$ cat src/rtl/fusion_zbt_pkg.sv
// Shared ZBT constants and the FIFO entry layout used by the bank-1 write path.
package fusion_zbt_pkg;
  localparam int ZBT_ADDR_W = 19;
  localparam int ZBT_DATA_W = 36;
  localparam int ZBT_WR_LAT = 2;
  localparam int PIX_W      = 18;
  localparam int CH_W       = 6;
  localparam int ENTRY_W    = ZBT_ADDR_W + ZBT_DATA_W;

  typedef struct packed {
    logic [ZBT_ADDR_W-1:0] addr;
    logic [ZBT_DATA_W-1:0] data;
  } zbt_entry_t;
endpackage

$ cat src/rtl/pix_fifo.sv
// Synchronous FIFO of {addr, data} entries; pointers carry one extra wrap bit.
module pix_fifo
  import fusion_zbt_pkg::*;
#(
  parameter  int DEPTH = 8,
  localparam int AW    = $clog2(DEPTH)
) (
  input  logic       clk,
  input  logic       rst_ni,
  input  logic       push_i,
  input  zbt_entry_t wr_entry_i,
  input  logic       pop_i,
  output zbt_entry_t rd_entry_o,
  output logic       full_o,
  output logic       empty_o,
  output logic [AW:0] level_o
);
  localparam logic [AW:0] FULL_LVL = (AW+1)'(DEPTH);

  zbt_entry_t  mem_q [DEPTH];
  logic [AW:0] wr_ptr_q, wr_ptr_d;
  logic [AW:0] rd_ptr_q, rd_ptr_d;
  logic        push_ok, pop_ok;

  always_comb begin
    level_o    = wr_ptr_q - rd_ptr_q;
    full_o     = (level_o == FULL_LVL);
    empty_o    = (level_o == '0);
    pop_ok     = pop_i && !empty_o;
    // A push into a full FIFO is legal only when the head leaves on the same edge.
    push_ok    = push_i && (!full_o || pop_ok);
    wr_ptr_d   = push_ok ? wr_ptr_q + 1'b1 : wr_ptr_q;
    rd_ptr_d   = pop_ok  ? rd_ptr_q + 1'b1 : rd_ptr_q;
    rd_entry_o = mem_q[rd_ptr_q[AW-1:0]];
  end

  always_ff @(posedge clk) begin
    if (push_ok) mem_q[wr_ptr_q[AW-1:0]] <= wr_entry_i;
  end

  always_ff @(posedge clk or negedge rst_ni) begin
    if (!rst_ni) begin
      wr_ptr_q <= '0;
      rd_ptr_q <= '0;
    end else begin
      wr_ptr_q <= wr_ptr_d;
      rd_ptr_q <= rd_ptr_d;
    end
  end
endmodule

$ cat src/rtl/zbt_proc_writer.sv
// Captures processed pixel pairs on address change, queues them and writes them to
// ZBT bank 1 in the gaps left by display reads, with data delayed by the write latency.
module zbt_proc_writer
  import fusion_zbt_pkg::*;
#(
  parameter  int DEPTH  = 8,
  parameter  int WR_LAT = ZBT_WR_LAT,
  localparam int LW     = $clog2(DEPTH) + 1
) (
  input  logic                  clk,
  input  logic                  reset,
  input  logic [ZBT_DATA_W-1:0] proc_pixs,
  input  logic [ZBT_ADDR_W-1:0] proc_addr,
  input  logic                  disp_req,
  input  logic [ZBT_ADDR_W-1:0] disp_addr,
  input  logic                  clear_ovf,
  output logic [ZBT_ADDR_W-1:0] zbt_addr,
  output logic                  zbt_we,
  output logic [ZBT_DATA_W-1:0] zbt_wdata,
  output logic                  zbt_wdata_oe,
  output logic [LW-1:0]         fifo_level,
  output logic                  overflow
);
  logic [ZBT_ADDR_W-1:0] last_addr_q, last_addr_d;
  logic                  have_last_q, have_last_d;
  logic                  ovf_q, ovf_d;
  logic [ZBT_ADDR_W-1:0] addr_q, addr_d;
  logic                  we_q, we_d;
  // Stage 0 is loaded on the write-enable edge; stage WR_LAT drives the bus.
  logic [WR_LAT:0][ZBT_DATA_W-1:0] pipe_data_q, pipe_data_d;
  logic [WR_LAT:0]                 pipe_vld_q, pipe_vld_d;

  logic       capture, push, pop, drop, full, empty;
  zbt_entry_t head, wr_entry;

  pix_fifo #(.DEPTH(DEPTH)) u_fifo (
    .clk       (clk),
    .rst_ni    (reset),
    .push_i    (push),
    .wr_entry_i(wr_entry),
    .pop_i     (pop),
    .rd_entry_o(head),
    .full_o    (full),
    .empty_o   (empty),
    .level_o   (fifo_level)
  );

  always_comb begin
    wr_entry    = '{addr: proc_addr, data: proc_pixs};
    capture     = !have_last_q || (proc_addr != last_addr_q);
    pop         = !disp_req && !empty;
    push        = capture && (!full || pop);
    drop        = capture && full && !pop;
    last_addr_d = capture ? proc_addr : last_addr_q;
    have_last_d = have_last_q || capture;
    // A drop on the same edge as a clear leaves the flag set.
    ovf_d       = drop ? 1'b1 : (clear_ovf ? 1'b0 : ovf_q);
    addr_d      = addr_q;
    we_d        = 1'b0;
    if (disp_req) begin
      addr_d = disp_addr;
    end else if (pop) begin
      addr_d = head.addr;
      we_d   = 1'b1;
    end
    pipe_data_d = {pipe_data_q[WR_LAT-1:0], (pop ? head.data : '0)};
    pipe_vld_d  = {pipe_vld_q[WR_LAT-1:0], pop};
  end

  always_ff @(posedge clk or negedge reset) begin
    if (!reset) begin
      last_addr_q <= '0;
      have_last_q <= 1'b0;
      ovf_q       <= 1'b0;
      addr_q      <= '0;
      we_q        <= 1'b0;
      pipe_data_q <= '0;
      pipe_vld_q  <= '0;
    end else begin
      last_addr_q <= last_addr_d;
      have_last_q <= have_last_d;
      ovf_q       <= ovf_d;
      addr_q      <= addr_d;
      we_q        <= we_d;
      pipe_data_q <= pipe_data_d;
      pipe_vld_q  <= pipe_vld_d;
    end
  end

  assign zbt_addr     = addr_q;
  assign zbt_we       = we_q;
  assign zbt_wdata    = pipe_data_q[WR_LAT];
  assign zbt_wdata_oe = pipe_vld_q[WR_LAT];
  assign overflow     = ovf_q;
endmodule

$ cat config.mk
export PLATFORM = sky130hd
export DESIGN_NAME = zbt_proc_writer
export DESIGN_NICKNAME = d
export VERILOG_FILES = /design/src/rtl/fusion_zbt_pkg.sv /design/src/rtl/pix_fifo.sv /design/src/rtl/zbt_proc_writer.sv
export SDC_FILE = /design/constraint.sdc
export NUM_CORES = 1
export LEC_CHECK = 0
export CORE_ASPECT_RATIO = 1.1
export CORE_MARGIN = 5
export CORE_UTILIZATION = 35
export DETAILED_ROUTE_END_ITERATION = 10
export SYNTH_ARGS = -nofsm -noshare
export SYNTH_HDL_FRONTEND = slang
export SYNTH_SLANG_ARGS = --single-unit
export TNS_END_PERCENT = 10
$ cat constraint.sdc
create_clock -name clk -period 22.7 [get_ports clk]
set_clock_uncertainty 0.1 [all_clocks]
set_input_delay 3.405 -clock clk [delete_from_list [all_inputs] [get_ports clk]]
set_output_delay 3.405 -clock clk [all_outputs]
set_load 0.005 [all_outputs]
==> impl_metrics.env <==
export IMPL_outcome="finished, final reports clean"
export IMPL_cts_tree="done"
export IMPL_hold_slack_ps=244
export IMPL_slowest_stage="dfrtp_4"
export IMPL_dr_pass1_iters=5
export IMPL_instances_no_fill=2100
export IMPL_grt_pass1_wl_mm=68.1
export IMPL_port_buffers=139
export IMPL_vias=10000
export IMPL_mostFrequentLayoutCells="edfxtp_1, dfrtp_1, clkdlybuf4s50_1"
export IMPL_setup_viol=0
export IMPL_ioPinCount=140
export IMPL_post_cts_buffers=0
export IMPL_htreeDepth=2
export IMPL_cts_resized_gates=0
export IMPL_vdd_drop_max_uv=68.0
export IMPL_clockBufferDepth=3
export IMPL_routabilityCongestion=0.690
export IMPL_dp_hpwl_mm=24.5
export IMPL_die_w_um=247
export IMPL_critPathArrivalTime_ps=3320
export IMPL_layout_drive_gt1_share=0.190
export IMPL_wl_mm=44.3
export IMPL_syn_nets=1160
export IMPL_timing_worst_setup_path_type="register to primary output"
export IMPL_relSlewSlack=0.289
export IMPL_place_area_sq_mm=0.0239
export IMPL_final_cell_area_sq_mm=0.0259
export IMPL_die_h_um=270
export IMPL_synthCells=1076
export IMPL_globalRouteOverflowTotal=0
export IMPL_tightest_slew_ps=1070
export IMPL_viasPerCell=4.78
export IMPL_ys_seq_area_frac=0.796
export IMPL_r2r_slack_ps=18610
export IMPL_timing_final_ws_setup_ps=15880
export IMPL_cp_end_kind="primary output"
export IMPL_start_util=0.353
export IMPL_grt_start_max_net_pins=94
export IMPL_path_clk_slew_ps=60
export IMPL_yosysWarnings=0
export IMPL_nets=1309
export IMPL_die_area_sq_mm=0.0668
export IMPL_ys_seq_elements=599
export IMPL_numCtsBuffers=60
export IMPL_wl_per_cell_um=21.1
export IMPL_cap_violations=0
export IMPL_crit_path_cell_trace="inv_2 > ha_1 > and3b_1 > or3_4 > nand2_1 > inv_1 > clkdlybuf4s50_1"
export IMPL_synth_distinct_cells=36
export IMPL_clock_sinks=599
export IMPL_ant_nets=0
export IMPL_required_ps=19190
export IMPL_cp_max_fo=58
export IMPL_antenna_cells=0
export IMPL_critPathMaxStageDelay_ps=1030
export IMPL_hold_path_class="register to register"
export IMPL_hold_violations=0
export IMPL_cts_root_buf="clkbuf_16"
export IMPL_drt_initial_drc_count=633
export IMPL_ctsHoldBuffers=0
export IMPL_grt_pass1_vias=10900
export IMPL_dpl_cell_count=1987
export IMPL_layout_area_overhead_vs_synth_pct=20.1
export IMPL_row_count=95
export IMPL_layout_commonest_cell="edfxtp_1"
export IMPL_setup_tns_ps=0
export IMPL_place_ws_ps=16230
export IMPL_min_period_ps=6820
export IMPL_final_util=0.425
export IMPL_syn_cell_area_sq_mm=0.0216
export IMPL_slew_viol_final=0
export IMPL_coreArea_sq_mm=0.0611
export IMPL_track_usage=0.134
export IMPL_insertion_delay_ps=610
export IMPL_clock_fmax_ghz=0.147
export IMPL_rsz0062_at_grt="false"
export IMPL_leakage_nw=9.13
export IMPL_syn_avg_cell_area_sq_um=20.1
export IMPL_drc=0
export IMPL_power_density_mw_per_mm2=140
export IMPL_critPathLaunchType="register"
export IMPL_fin_crit_sh=0.301
export IMPL_grt_antenna_before_repair=4
export IMPL_finalPower_mw=3.62
[state kept, by name (all words and copies together), names as in the netlist]
| signal | cells |
|---|---|
| zbt_addr | 19 |
| u_fifo.wr_ptr_q | 4 |
| zbt_wdata | 36 |
| u_fifo.mem_q | 440 |
| pipe_vld_q | 3 |
| pipe_data_d | 72 |
| u_fifo.rd_ptr_q | 4 |
| last_addr_q | 19 |
| overflow | 1 |
| have_last_q | 1 |
[power by group]
part / internal, mW / leakage [nW] / total, mW / switching, mW
Clock: 0.605 / 1.03 / 1.01 / 0.404
Sequential: 1.54 / 6.05 / 1.67 / 0.137
Combinational: 0.439 / 2.04 / 0.937 / 0.497
[area by class of cell]
cell class,instances,area [sq um]
flip-flops and latches,599,17200
inverters,8,30.0
multi-input cells,401,4080
fillers,5370,35200
clock inverters,22,194
clock buffers,91,1890
repair buffers,155,1510
well taps,824,1030
[worst max-delay path: cells and delay by family, from the launching register on]
family	cells	cell delay, ps
flops	1	1030
fa+ha+maj	1	370
simple gates	3	730
buf+inv	3	570
[layer usage]
layer | global-route usage | up-vias | part of all wire
met5 | 0 | - | 0.0012
met4 | 0.0349 | 8 | 0.021
met3 | 0.0267 | 76 | 0.046
met2 | 0.228 | 202 | 0.51
met1 | 0.177 | 5316 | 0.42
li1 | - | 4439 | -
[final timing paths]
check / startpoint / cells after the start / end
min in group asynchronous: reset / 1 / zbt_addr[9]
max in group asynchronous: reset / 2 / zbt_wdata[15]
hold reg to reg: pipe_data_d[65] / 0 / pipe_data_d[101]
setup reg to reg: u_fifo.rd_ptr_q[2] / 8 / u_fifo.mem_q[6][21]
setup / recovery: u_fifo.rd_ptr_q[2] / 7 / fifo_level[3]
hold / removal: pipe_data_d[65] / 0 / pipe_data_d[101]
[Yosys cell counts (all sizes together)]
master	count	share of area
a21boi	1	0.00087
a21o	2	0.00070
a21oi	36	0.0083
and2	1	0.00029
and2b	1	0.00035
and3	22	0.0066
and3b	1	0.00041
and4	1	0.00041
buf	31	0.0086
clkbuf	37	0.0064
conb	1	0.00017
dfrtp	159	0.18
edfxtp	440	0.61
fa	1	0.00093
ha	5	0.0029
inv	8	0.0014
mux2	1	0.00052
mux4	110	0.11
nand2	134	0.023
nand2b	1	0.00029
nand4	7	0.0020
nor2	20	0.0035
nor3	2	0.00046
nor3b	4	0.0014
o21ai	3	0.00070
o31ai	19	0.0068
or3	1	0.00052
xnor2	24	0.0097
xor2	3	0.0012
[cells by family after synthesis]
| group | synth area share |
|---|---|
| XOR/XNOR | 0.0110 |
| multiplexers | 0.115 |
| adder cells (fa/ha/maj) | 0.00382 |
| AND/OR/NAND/NOR | 0.0396 |
| buffers and inverters | 0.0165 |
| AO/OA/AOI/OAI | 0.0174 |
| other | 0.000174 |
| flip-flops | 0.796 |
No activity file was read; power rests on OpenSTA's default activity.
